==> config.mk <==
export PLATFORM = sky130hd
export DESIGN_NAME = arith_sequencer
export DESIGN_NICKNAME = d
export VERILOG_FILES = /design/src/rtl/arith_pkg.sv /design/src/rtl/arith_seq_buf.sv /design/src/rtl/arith_sequencer.sv
export SDC_FILE = /design/constraint.sdc
export NUM_CORES = 1
export LEC_CHECK = 0
export ABC_AREA = 1
export BUFFER_PORTS_ARGS = -buffer_cell sky130_fd_sc_hd__clkbuf_2
export CAP_MARGIN = 25
export CELL_PAD_IN_SITES_DETAIL_PLACEMENT = 0
export CELL_PAD_IN_SITES_GLOBAL_PLACEMENT = 1
export CORE_AREA = 8 8 145 147
export CTS_BUF_LIST = sky130_fd_sc_hd__clkbuf_16
export CTS_CLUSTER_DIAMETER = 150
export DETAILED_ROUTE_END_ITERATION = 12
export DIE_AREA = 0 0 153 155
export MAX_ROUTING_LAYER = met4
export PLACE_DENSITY = 0.85
export SYNTH_ARGS = -nofsm -noshare
export SYNTH_HDL_FRONTEND = slang
export SYNTH_HIERARCHICAL = 1
export SYNTH_SLANG_ARGS = --single-unit
==> constraint.sdc <==
create_clock -name clk -period 6.83 [get_ports clk]
set_input_delay 0.683 -clock clk [delete_from_list [all_inputs] [get_ports clk]]
set_output_delay 0.683 -clock clk [all_outputs]
set_load 0.02 [all_outputs]
==> src/rtl/arith_pkg.sv <==
// Shared definitions for the arithmetic pipeline feeder: operation modes,
// sequencer state encoding and the operand word layout.
package arith_pkg;

  localparam int FP16_W = 16;

  localparam logic [1:0] MODE_EXP  = 2'd0;
  localparam logic [1:0] MODE_DIV  = 2'd1;
  localparam logic [1:0] MODE_GELU = 2'd2;
  localparam logic [1:0] MODE_AGG  = 2'd3;

  typedef enum logic [2:0] {
    S_IDLE,
    S_EXP,
    S_DRAIN_E,
    S_DIV,
    S_DRAIN_D
  } seq_state_t;

  typedef struct packed {
    logic [1:0]        mode;
    logic [FP16_W-1:0] data;
    logic [FP16_W-1:0] psum;
  } ap_op_t;

endpackage

==> src/rtl/arith_seq_buf.sv <==
// Logit buffer for one gating group: one synchronous write port, one
// combinational read port, cleared on reset.
module arith_seq_buf
  import arith_pkg::*;
#(
  parameter int DEPTH = 8,
  parameter int AW    = 4
) (
  input  logic              clk,
  input  logic              rst,
  input  logic              we,
  input  logic [AW-1:0]     waddr,
  input  logic [FP16_W-1:0] wdata,
  input  logic [AW-1:0]     raddr,
  output logic [FP16_W-1:0] rdata
);

  logic [DEPTH-1:0][FP16_W-1:0] mem;

  always_ff @(posedge clk or posedge rst) begin
    if (rst) begin
      mem <= '0;
    end else begin
      for (int i = 0; i < DEPTH; i++)
        if (we && waddr == AW'(i)) mem[i] <= wdata;
    end
  end

  // Address is compared rather than used as an index so the counter width
  // need not match log2(DEPTH).
  always_comb begin
    rdata = '0;
    for (int i = 0; i < DEPTH; i++)
      if (raddr == AW'(i)) rdata = mem[i];
  end

endmodule

==> src/rtl/arith_sequencer.sv <==
// Collects a gating group and replays it as an exp+sum pass then a normalise
// pass; forwards expert results as GeLU/AGG ops while idle between groups.
module arith_sequencer
  import arith_pkg::*;
#(
  parameter int K_MAX     = 8,
  parameter int DRAIN_CYC = 4,
  parameter int CNT_W     = $clog2(K_MAX + 1)
) (
  input  logic        clk,
  input  logic        rst,
  input  logic        gate_valid,
  output logic        gate_ready,
  input  logic [15:0] gate_data,
  input  logic        gate_last,
  input  logic        res_valid,
  output logic        res_ready,
  input  logic [15:0] res_data,
  input  logic [15:0] res_psum,
  input  logic        res_gelu,
  output logic        ap_valid,
  output logic [15:0] ap_data,
  output logic [15:0] ap_psum,
  output logic [1:0]  ap_mode,
  output logic        busy,
  output logic        norm_done,
  output logic        ovf_err
);

  localparam int DW = $clog2(DRAIN_CYC + 1);

  seq_state_t        state, state_nxt;
  logic [CNT_W-1:0]  cnt, ridx;
  logic [DW-1:0]     dcnt;
  logic              gate_hs, res_hs, cnt_full, last_ent, drain_end;
  logic              issue, done;
  ap_op_t            op, op_q;
  logic [FP16_W-1:0] rd_data;

  assign gate_ready = (state == S_IDLE) && !rst;
  assign res_ready  = (state == S_IDLE) && (cnt == '0) && !gate_valid && !rst;
  assign busy       = (state != S_IDLE);
  assign gate_hs    = gate_valid && gate_ready;
  assign res_hs     = res_valid && res_ready;
  assign cnt_full   = (cnt == CNT_W'(K_MAX - 1));
  assign last_ent   = (ridx == cnt - CNT_W'(1));
  // DRAIN_D holds one extra cycle so norm_done lands right after the last
  // gap cycle, in step with the ap_* register stage.
  assign drain_end  = (state == S_DRAIN_E) ? (dcnt == DW'(DRAIN_CYC - 1))
                                           : (dcnt == DW'(DRAIN_CYC));

  arith_seq_buf #(.DEPTH(K_MAX), .AW(CNT_W)) u_buf (
    .clk   (clk),
    .rst   (rst),
    .we    (gate_hs),
    .waddr (cnt),
    .wdata (gate_data),
    .raddr (ridx),
    .rdata (rd_data)
  );

  always_ff @(posedge clk or posedge rst) begin
    if (rst) state <= S_IDLE;
    else     state <= state_nxt;
  end

  always_comb begin
    state_nxt = state;
    issue     = 1'b0;
    done      = 1'b0;
    op        = '{mode: MODE_EXP, data: rd_data, psum: '0};
    unique case (state)
      S_IDLE: begin
        if (gate_hs && (gate_last || cnt_full)) state_nxt = S_EXP;
        if (res_hs) begin
          issue   = 1'b1;
          op.mode = res_gelu ? MODE_GELU : MODE_AGG;
          op.data = res_data;
          op.psum = res_gelu ? '0 : res_psum;
        end
      end
      S_EXP: begin
        issue = 1'b1;
        if (last_ent) state_nxt = S_DRAIN_E;
      end
      S_DRAIN_E: if (drain_end) state_nxt = S_DIV;
      S_DIV: begin
        issue   = 1'b1;
        op.mode = MODE_DIV;
        if (last_ent) state_nxt = S_DRAIN_D;
      end
      S_DRAIN_D: begin
        if (drain_end) begin
          state_nxt = S_IDLE;
          done      = 1'b1;
        end
      end
      default: state_nxt = S_IDLE;
    endcase
  end

  always_ff @(posedge clk or posedge rst) begin
    if (rst) begin
      cnt       <= '0;
      ridx      <= '0;
      dcnt      <= '0;
      ap_valid  <= 1'b0;
      op_q      <= '0;
      norm_done <= 1'b0;
      ovf_err   <= 1'b0;
    end else begin
      ap_valid  <= issue;
      norm_done <= done;
      if (issue) op_q <= op;
      if (gate_hs) begin
        cnt <= cnt + CNT_W'(1);
        if (cnt_full && !gate_last) ovf_err <= 1'b1;
      end else if (done) begin
        cnt <= '0;
      end
      // Read index and drain counter restart on every state change.
      if (state_nxt != state)                     ridx <= '0;
      else if (state == S_EXP || state == S_DIV)  ridx <= ridx + CNT_W'(1);
      if (state_nxt != state)                          dcnt <= '0;
      else if (state == S_DRAIN_E || state == S_DRAIN_D) dcnt <= dcnt + DW'(1);
    end
  end

  assign ap_mode = op_q.mode;
  assign ap_data = op_q.data;
  assign ap_psum = op_q.psum;

endmodule
==> reports/metrics.csv, run 1 <==
stage,metric,value,unit
sta,setup_slack,3831,ps
sta,max_slew_margin,28.09,%
clocking,ctsHoldBuffers,0,
final_layout,layout_commonest_cell,nand2_1,
logic_synthesis,yosysUniqueCellTypes,34,
sta,hold_viol,0,
logic_synthesis,synth_ff_type,dfrtp_1,
global_route,gr-total-overflow,0,
route,avgRoutedWirePerCell,16.25,um
sta,holdWs,429.9,ps
sta,worstMarginPinSlew,1077,ps
final_layout,syn_to_final_growth,14.62,%
worst_setup_path,worst-setup-path-type,flop to flop,
die,io_pins,94,
final_layout,drive_above_1_share,15.35,%
clocking,clock_latency,430,ps
placement,gp_congestion,0.8014,
global_route,grtUsageTotal,18.78,%
clocking,cts_buffers,17,
global_route,grt_pass1_vias,6541,
sta,final-setup-viol-count,0,
clocking,cts_tree,yes,
sta,rsz0062_at_grt,no,
final_layout,antenna_cells,0,
logic_synthesis,yosys-top-cells-area,"dfrtp_1 (54%), nand2_1 (10%), nand3_1 (8.6%), o21ai_0 (6.8%), inv_1 (3.8%)",
final_layout,final_cell_mix,"nand2_1 (222), dfrtp_1 (179), nand3_1 (141), o21ai_0 (112), clkbuf_2 (93)",
clocking,cts_buffer_depth,2,
worst_setup_path,r2r_slack,3830,ps
die,core_area,18950,um^2
sta,drv_slew,0,
worst_setup_path,endpoint_kind,flop,
clocking,postCtsResizedCells,0,
route,vias,6876,
die,num_rows,51,
logic_synthesis,synth_nets,1038,
global_route,grt_pass1_wl,34.64,mm
sta,fin_crit,2999,ps
clocking,cts.sinks,179,
status,status,completed,
final_layout,fin_area,9438,um^2
route,drtIter0Drc,470,
final_layout,final.fill_count,1849,
logic_synthesis,synth_area_leader_cell,dfrtp_1,
worst_setup_path,required,7200,ps
power,power.leakage,4.665,nW
global_route,grt_max_degree,69,
route,drt_first_pass_iters,5,
placement,placed_area,8838,um^2
logic_synthesis,avgSynthCellArea,8.411,um^2
placement,portBuffers,93,
worst_setup_path,crit_fanout,17,
route,wirelength,21.12,mm
route,ant_nets,0,
power,peakVddDrop,0.0002385,V
min_path,hold_path.class,input pin to async pin,
logic_synthesis,synth_area,8234,um^2
clocking,cts_setup_buffers,0,
die,dieArea,23720,um^2
route,post-route-drc-count,0,
route,via_per_inst,5.289,
clocking,htree_levels,4,
logic_synthesis,netlist.area_leader.share,54.40,%
sta,clock_skew,11.18,ps
sta,min_period_over_period,43.92,%
die,fp.dieW,153,um
logic_synthesis,ys_seq_elements,179,
worst_setup_path,arrival,3370,ps
logic_synthesis,synthCells,979,
placement,pre_cts_ws,3357,ps
global_route,antenna_found_initial,0,
power,p_per_area,336.0,nW/um^2
run,cap_violations,0,
die,chipHeight,155,um
logic_synthesis,synth_edf_count,0,
clocking,path_clk_slew,70,ps
worst_setup_path,cp-start-kind,flop,
sta,fin_tns_setup,0,ps
final_layout,num-nets-final,1108,
logic_synthesis,postSynth.asyncResetShare,100.0,%
logic_synthesis,yosysWarnings,6,
logic_synthesis,ys_seq_area_share,54.40,%
clocking,cts_root_buf,clkbuf_16,
sta,max_freq,0.3334,GHz
die,start_util,43.45,%
placement,place_hpwl,13.86,mm
-- per-layer routing --
metal | vias up | track usage [%] | routed length, um
met5 | - | - | 0
met4 | 0 | 5.891 | 356
met3 | 24 | 4.660 | 1334
met2 | 204 | 28.45 | 9498
met1 | 3296 | 24.59 | 9930
li1 | 3352 | - | -
-- synthesized netlist by cell type, drive strengths merged (2+ instances only) --
cell    instances
clkbuf         19
a21oi          30
buf            34
xor2            6
nand4          28
nor2           89
inv            87
o211ai          4
nand3         143
nand2         224
nor3            2
o22ai           2
ha              5
o21ai         121
dfrtp         179
-- state kept, by name (all words and copies together), names as in the netlist, 2 cells and up --
| name | flops |
|---|---|
| cnt | 4 |
| dcnt | 3 |
| ap_mode | 2 |
| u_buf/mem | 128 |
| ap_psum | 16 |
| ridx | 4 |
| ap_data | 16 |
| state | 3 |
-- final cells by class --
cell class / count / area (um^2) / area share (%)
flip-flops and latches: 179 / 4479 / 47.46
multi-input cells: 659 / 3172 / 33.61
repair buffers: 104 / 570.5 / 6.045
clock buffers: 17 / 425.4 / 4.507
inverters: 88 / 334.1 / 3.540
well taps: 238 / 297.8 / 3.155
clock inverters: 15 / 158.9 / 1.684
-- cell families (layout without fill, tap and decap cells) --
family                     after synthesis  count (layout)  synth area share, %
muxes                                    1               1               0.1216
and+or+nand+nor                        488             488                26.59
adders and majority gates                5               5               0.7598
xor gates and xnor gates                 6               6               0.6382
DFF                                    179             179                54.40
AOI/OAI and AO/OA                      159             159                10.32
buffers and inverters                  141             224                7.172
-- power breakdown --
part           leakage [nW]  switching, mW  internal (mW)
clock network         0.280          0.430          0.543
registers              2.42          0.113           1.20
logic                  1.96          0.636          0.252
total                  4.66           1.18           1.99
-- worst max-delay path, stage by stage (launching register included) --
cell     delay (ps)
dfrtp_1         580
nor2_2          930
nand2_1         690
nor2_1          270
nor2_1           90
nand4_1         150
nand2_1          90
nand3_1         120
-- worst paths after layout --
kind                        startpoint            end  cells past startpoint
setup / recovery               ridx[0]    ap_data[10]                      7
hold / removal                     rst  u_buf/mem[16]                      2
setup reg to reg               ridx[0]    ap_data[10]                      7
hold reg to reg                ovf_err        ovf_err                      2
max in group asynchronous          rst   u_buf/mem[8]                      3
min in group clk           res_psum[6]     ap_psum[6]                      3
-- stage by stage --
stage	instances	power, mW	util, %
5_1_grt	1300	3.365	49.80
3_5_place_dp	1267	2.218	46.64
2_1_floorplan	979	1.924	-
6_report	1300	3.171	49.80
4_1_cts	1299	3.195	49.72
3_3_place_gp	1265	2.203	46.48
(Power assumes the default switching activity.)
==> run 2, diff against run 1 <==
--- a/config.mk
+++ b/config.mk
@@ -10,13 +10,13 @@
 export CAP_MARGIN = 25
 export CELL_PAD_IN_SITES_DETAIL_PLACEMENT = 0
 export CELL_PAD_IN_SITES_GLOBAL_PLACEMENT = 1
-export CORE_AREA = 8 8 145 147
+export CORE_AREA = 8 8 153 155
 export CTS_BUF_LIST = sky130_fd_sc_hd__clkbuf_16
 export CTS_CLUSTER_DIAMETER = 150
 export DETAILED_ROUTE_END_ITERATION = 12
-export DIE_AREA = 0 0 153 155
+export DIE_AREA = 0 0 161 163
 export MAX_ROUTING_LAYER = met4
-export PLACE_DENSITY = 0.85
+export PLACE_DENSITY = 0.8
 export SYNTH_ARGS = -nofsm -noshare
 export SYNTH_HDL_FRONTEND = slang
 export SYNTH_HIERARCHICAL = 1
==> constraint.sdc (replaced) <==
create_clock -name clk -period 2.4 [get_ports clk]
set_input_delay 0.24 -clock clk [delete_from_list [all_inputs] [get_ports clk]]
set_output_delay 0.24 -clock clk [all_outputs]
set_load 0.02 [all_outputs]
==> run 2 against run 1 <==
Compared with the run above:
- clock skew fell by 5.4 ps
- non-clock buffer count rose by 13
- design area rose by 1.6%
- via count fell by 2.3%
- clock-buffer cell count did not move
- critical path depth fell by 1
- worst hold slack got worse by 390 ps
- combinational power rose to 2.9 times the previous value
- total power rose to 2.8 times the previous value
- routed wire length rose by 0.87%
- sequential power rose to 2.8 times the previous value
- largest power group unchanged
==> reports/metrics.csv, run 2 (synthesis results as in run 1) <==
stage,metric,value,unit,change
final_layout,fin_util,46.05,%,-3.7 points
die,start_util,39.54,%,-3.9 points
final_layout,final_cell_mix,"nand2_1 (222), dfrtp_1 (179), nand3_1 (141), o21ai_0 (112), clkbuf_2 (93)",,
die,io_pins,94,,unchanged
clocking,cts_tree,yes,,
clocking,clock_latency,420,ps,about the same
global_route,grt_max_degree,56,,-19%
power,combPwrFrac,29.0,%,+1.0 points
sta,fin_tns_setup,0,ps,unchanged
final_layout,syn_to_final_growth,16.46,%,
power,power.internal,5.638,mW,+180%
worst_setup_path,worst-setup-path-type,flop to output pin,,
global_route,grtUsageTotal,17.18,%,-1.6 points
clocking,htree_levels,4,,unchanged
run,cap_violations,0,,unchanged
sta,final-setup-viol-count,0,,unchanged
final_layout,regMostFlops,u_buf/mem,,
sta,hold_viol,0,,unchanged
final_layout,drive_above_1_share,16.47,%,+1.1 points
sta,clock_skew,5.818,ps,-5.367 ps
final_layout,ff_latch_area,4479,um^2,unchanged
power,p_clk_share,29.5,%,-1.2 points
clocking,postCtsResizedCells,0,,unchanged
power,p_per_area,932.4,nW/um^2,+180%
clocking,cts.sinks,179,,unchanged
clocking,cts_buffers,17,,unchanged
power,swShare,36.94,%,-0.23 points
placement,place_hpwl,14.60,mm,+5.4%
route,avgRoutedWirePerCell,15.78,um,-2.9%
die,chipHeight,163,um,+5.2%
power,power.leakage,4.714,nW,+1.0%
sta,worstMarginPinSlew,692.3,ps,-385.2 ps
sta,rsz0062_at_grt,no,,
worst_setup_path,crit_fanout,17,,unchanged
global_route,antenna_found_initial,0,,unchanged
route,via_per_inst,4.974,,-6.0%
route,vias,6715,,-2.3%
global_route,grt_pass1_wl,35.19,mm,+1.6%
sta,fin_crit,2214,ps,
worst_setup_path,endpoint_kind,output pin,,
power,switching_power,3.303,mW,+180%
final_layout,num-nets-final,1121,,+1.2%
die,fp.dieW,161,um,+5.2%
die,core_area,20820,um^2,+9.9%
sta,min_period_over_period,92.25,%,
clocking,cts_setup_buffers,0,,unchanged
global_route,gr-total-overflow,0,,unchanged
sta,drv_slew,0,,unchanged
die,dieArea,26240,um^2,+11%
sta,max_freq,0.4517,GHz,
route,drt_first_pass_iters,5,,unchanged
route,wirelength,21.30,mm,+0.87%
power,peakVddDrop,0.0006125,V,+160%
die,num_rows,53,,+3.9%
placement,gp_congestion,0.8278,,+3.3%
clocking,cts_buffer_depth,2,,unchanged
clocking,cts_root_buf,clkbuf_16,,
global_route,grt_pass1_vias,6550,,+0.14%
power,power,8.941,mW,+180%
final_layout,largest_reg_flops,128,,unchanged
route,drtIter0Drc,462,,-1.7%
placement,portBuffers,93,,unchanged
clocking,path_clk_slew,70,ps,about the same
final_layout,antenna_cells,0,,unchanged
status,status,completed,,
worst_setup_path,required,2160,ps,-5040 ps
worst_setup_path,cp-start-kind,flop,,
final_layout,layout_commonest_cell,nand2_1,,
worst_setup_path,arrival,1970,ps,-1400 ps
power,seq_power_share,41.4,%,about the same
final_layout,final.fill_count,2090,,+13%
route,ant_nets,0,,unchanged
route,post-route-drc-count,0,,unchanged
sta,max_slew_margin,53.85,%,+26 points
min_path,hold_path.class,input pin to flop,,
final_layout,multi_input_area,3172,um^2,unchanged
## run 2: changes by cell type in the layout (fill, tap and decap cells not counted)
cell / delta
dlygate4sd3_1: +1
buf_12: +4
clkinv_2: +4
inv_1: -2
buf_8: -3
inv_8: -1
inv_6: +1
inv_4: -1
bufinv_16: -1
inv_2: -1
buf_4: +11
clkinvlp_4: +1
## run 2: cell type report
class	count	area share [%]
inverter	88	3.536
multi-input combinational	659	33.08
timing repair buffer	117	7.281
clock buffer	17	4.436
sequential	179	46.71
tap	275	3.588
clock inverter	15	1.370
## run 2: repair_timing
action	in CTS	in global routing
hold buffers	1	0
endpoints found under the hold margin	25	0
endpoints found under the setup margin	0	0
## run 2: critical path, cell delays in order, from the launching register on
cell	delay (ps)
dfrtp_1	480
inv_1	190
ha_1	190
nand3_2	130
nor2_8	120
buf_4	230
clkbuf_2	200
## run 2: per-layer routing
metal,global-route usage [%],wire length (um),vias up
met3,3.311,878,14
met2,26.80,10050,139
met1,22.75,10130,3181
li1,-,-,3381
met5,-,0,-
met4,4.293,242,0
## run 2: path summary, 6_finish.rpt
| path | startpoint | to | slack, ps | cells past startpoint |
|---|---|---|---|---|
| min reg2reg | ovf_err | ovf_err | 470 | 2 |
| min in group asynchronous | rst | u_buf/mem[117] | 500 | 3 |
| max | cnt[0] | res_ready | 190 | 6 |
| max reg2reg | cnt[1] | ridx[0] | 330 | 11 |
| max in group asynchronous | rst | u_buf/mem[35] | 1210 | 4 |
| min | res_psum[4] | ap_psum[4] | 40 | 3 |
## run 2: through the flow
step	instance area [um^2]	cells	worst slack (ps)	hold slack [ps]
finish	9589	1350	186.0	37.83
global route	9589	1350	58.52	19.15
detailed placement	9022	1317	340.2	390.8
CTS	9589	1350	160.4	18.33
global placement	9022	1317	311.7	391.4
floorplan	8242	979	22.58	304.2
## run 2: power by group through the flow
stage | Combinational, mW | Clock (mW) | Sequential (mW)
2_1_floorplan | 1.60 | 0 | 3.88
3_3_place_gp | 2.61 | 0 | 3.75
3_5_place_dp | 2.63 | 0 | 3.76
4_1_cts | 2.64 | 2.72 | 3.71
5_1_grt | 2.90 | 2.85 | 3.77
6_report | 2.59 | 2.64 | 3.71
==> run 3, diff against run 2 <==
--- a/config.mk
+++ b/config.mk
@@ -10,13 +10,13 @@
 export CAP_MARGIN = 25
 export CELL_PAD_IN_SITES_DETAIL_PLACEMENT = 0
 export CELL_PAD_IN_SITES_GLOBAL_PLACEMENT = 1
-export CORE_AREA = 8 8 153 155
-export CTS_BUF_LIST = sky130_fd_sc_hd__clkbuf_16
+export CORE_AREA = 8 8 136 170
+export CTS_BUF_LIST = sky130_fd_sc_hd__clkbuf_8
 export CTS_CLUSTER_DIAMETER = 150
 export DETAILED_ROUTE_END_ITERATION = 12
-export DIE_AREA = 0 0 161 163
+export DIE_AREA = 0 0 144 178
 export MAX_ROUTING_LAYER = met4
-export PLACE_DENSITY = 0.8
+export PLACE_DENSITY = 0.82
 export SYNTH_ARGS = -nofsm -noshare
 export SYNTH_HDL_FRONTEND = slang
 export SYNTH_HIERARCHICAL = 1
==> run 3 against run 2 <==
Compared with the run above:
- via count increased by 1.4%
- global-route usage increased by 0.78 points
- first-iteration DRC count decreased by 9.1%
- design area decreased by 0.56%
- sequential power about the same
- utilization increased by 0.58 points
- largest power group unchanged
- highest routed layer unchanged
==> reports/metrics.csv, run 3 (synthesis results as in run 1) <==
stage,metric,value,unit,change
status,status,completed,,
worst_setup_path,reg2regPathDepth,11,,unchanged
route,drtIter0Drc,420,,-9.1%
worst_setup_path,crit_fanout,17,,unchanged
placement,place_hpwl,14.23,mm,-2.6%
final_layout,layout_commonest_cell,nand2_1,,
power,seq_power_share,44.1,%,+2.7 points
global_route,grtUsageTotal,17.96,%,+0.78 points
clocking,htree_levels,4,,unchanged
power,combPwrFrac,31.3,%,+2.3 points
worst_setup_path,crit_slowest_cell,dfrtp_1,,
clocking,cts_tree,yes,,
route,wirelength,21.83,mm,+2.5%
power,swShare,38.20,%,+1.3 points
min_path,hold_path.class,input pin to async pin,,
die,core_area,20450,um^2,-1.8%
power,switching_power,3.207,mW,-2.9%
worst_setup_path,required,2160,ps,about the same
route,drt_first_pass_iters,6,,+1
power,power.leakage,4.698,nW,-0.32%
clocking,cts_root_buf,clkbuf_8,,
route,post-route-drc-count,0,,unchanged
final_layout,drive_above_1_share,15.92,%,-0.55 points
global_route,grt_max_degree,129,,+130%
die,fp.dieW,144,um,-11%
sta,clock_skew,14.33,ps,+8.511 ps
worst_setup_path,cpPeakStageDelay,480,ps,about the same
worst_setup_path,endpoint_kind,output pin,,
sta,rsz0062_at_grt,no,,
final_layout,final_cell_mix,"nand2_1 (222), dfrtp_1 (179), nand3_1 (141), o21ai_0 (112), clkbuf_2 (93)",,
clocking,cts_buffers,17,,unchanged
clocking,path_clk_slew,90,ps,+20 ps
worst_setup_path,arrival,2030,ps,+60 ps
final_layout,largest_reg_flops,128,,unchanged
clocking,cts.sinks,179,,unchanged
worst_setup_path,cp_cell_sequence,inv_1 -> ha_1 -> nand3_2 -> nor2_8 -> buf_4 -> clkbuf_2,,
worst_setup_path,r2r_start,cnt[0],,
die,io_pins,94,,unchanged
placement,gp_congestion,0.8212,,-0.80%
global_route,antenna_found_initial,0,,unchanged
sta,fin_crit,2266,ps,+52.26 ps
sta,fin_tns_setup,0,ps,unchanged
run,cap_violations,0,,unchanged
die,dieArea,25630,um^2,-2.3%
placement,portBuffers,93,,unchanged
die,chipHeight,178,um,+9.2%
die,num_rows,59,,+11%
worst_setup_path,path_buf_inv,3,,unchanged
worst_setup_path,worst-setup-path-type,flop to output pin,,
final_layout,num-nets-final,1134,,+1.2%
final_layout,syn_to_final_growth,15.80,%,
clocking,cts_buffer_depth,2,,unchanged
final_layout,regMostFlops,u_buf/mem,,
die,start_util,40.27,%,+0.72 points
sta,worstMarginPinSlew,748.8,ps,+56.52 ps
clocking,clock_latency,460,ps,+40 ps
power,peakVddDrop,0.0004873,V,-20%
sta,min_period_over_period,94.43,%,+2.2 points
power,power.internal,5.189,mW,-8.0%
sta,max_slew_margin,50.08,%,-3.8 points
sta,hold_viol,0,,unchanged
global_route,grt_pass1_vias,6666,,+1.8%
clocking,cts_setup_buffers,0,,unchanged
global_route,gr-total-overflow,0,,unchanged
sta,drv_slew,0,,unchanged
worst_setup_path,r2r_slack,290,ps,-40 ps
global_route,grt_pass1_wl,34.75,mm,-1.3%
power,p_clk_share,24.5,%,-5.0 points
worst_setup_path,critPathTopFamily,buffers and inverters,,
route,via_per_inst,5.003,,+0.58%
sta,final-setup-viol-count,0,,unchanged
final_layout,fin_util,46.63,%,+0.58 points
worst_setup_path,r2r-end,ridx[1],,
sta,max_freq,0.4413,GHz,-2.3%
route,ant_nets,0,,unchanged
power,p_per_area,880.6,nW/um^2,-5.6%
route,avgRoutedWirePerCell,16.04,um,+1.6%
route,vias,6809,,+1.4%
final_layout,antenna_cells,0,,unchanged
final_layout,final.fill_count,2055,,-1.7%
worst_setup_path,cp-start-kind,flop,,
-- run 3: power by group through the flow --
stage	clock, mW	combinational (mW)	sequential, mW
detailed placement	0	2.64	3.76
global route	2.24	2.92	3.77
floorplan	0	1.60	3.88
CTS	2.14	2.67	3.71
finish	2.06	2.63	3.71
global placement	0	2.61	3.76
-- run 3: tightest hold or removal path, stage by stage --
cell	delay, ps
clkbuf_2	130
clkinvlp_4	100
buf_12	470
-- run 3: final cells by class --
cell class,count,area [um^2],share of cell area [%]
Tap cell,274,342.8,3.595
Multi-Input combinational cell,659,3172,33.26
Sequential cell,179,4479,46.98
Clock buffer,19,261.5,2.742
Clock inverter,12,130.1,1.365
Inverter,88,339.1,3.556
Timing Repair Buffer,130,810.8,8.503
-- run 3: routing by layer --
layer / GRT usage, % / up-vias / wire length [um]
li1: - / 3395 / -
met1: 22.30 / 3227 / 9989
met2: 29.06 / 167 / 10310
met3: 3.482 / 20 / 1171
met4: 5.665 / 0 / 350
met5: - / - / 0
-- run 3: how the worst max path moves through the flow --
stage,from,end,cells past startpoint,slack (ps)
after global placement,ridx[0],ap_data[3],8,320
after floorplan,rst,u_buf/mem[32],10,20
after CTS,cnt[0],res_ready,6,90
after detailed placement,ridx[0],ap_data[3],8,310
final,cnt[0],res_ready,6,130
after global routing,cnt[0],res_ready,6,20
-- run 3: repair_timing --
item                                   4_1_cts  5_1_grt
gates resized for setup                      0        0
hold buffers                                17        0
endpoints found under the hold margin       17        0
-- run 3: stage by stage --
stage	hold slack, ps	instances	total power, mW	area [um^2]	setup slack (ps)
6_report	5.892	1361	8.397	9535	133.7
5_1_grt	29.37	1361	8.927	9535	20.23
4_1_cts	0.3908	1361	8.517	9535	89.51
3_5_place_dp	463.6	1313	6.406	8974	305.8
3_3_place_gp	451.9	1313	6.364	8974	318.9
2_1_floorplan	304.2	979	5.478	8242	22.58
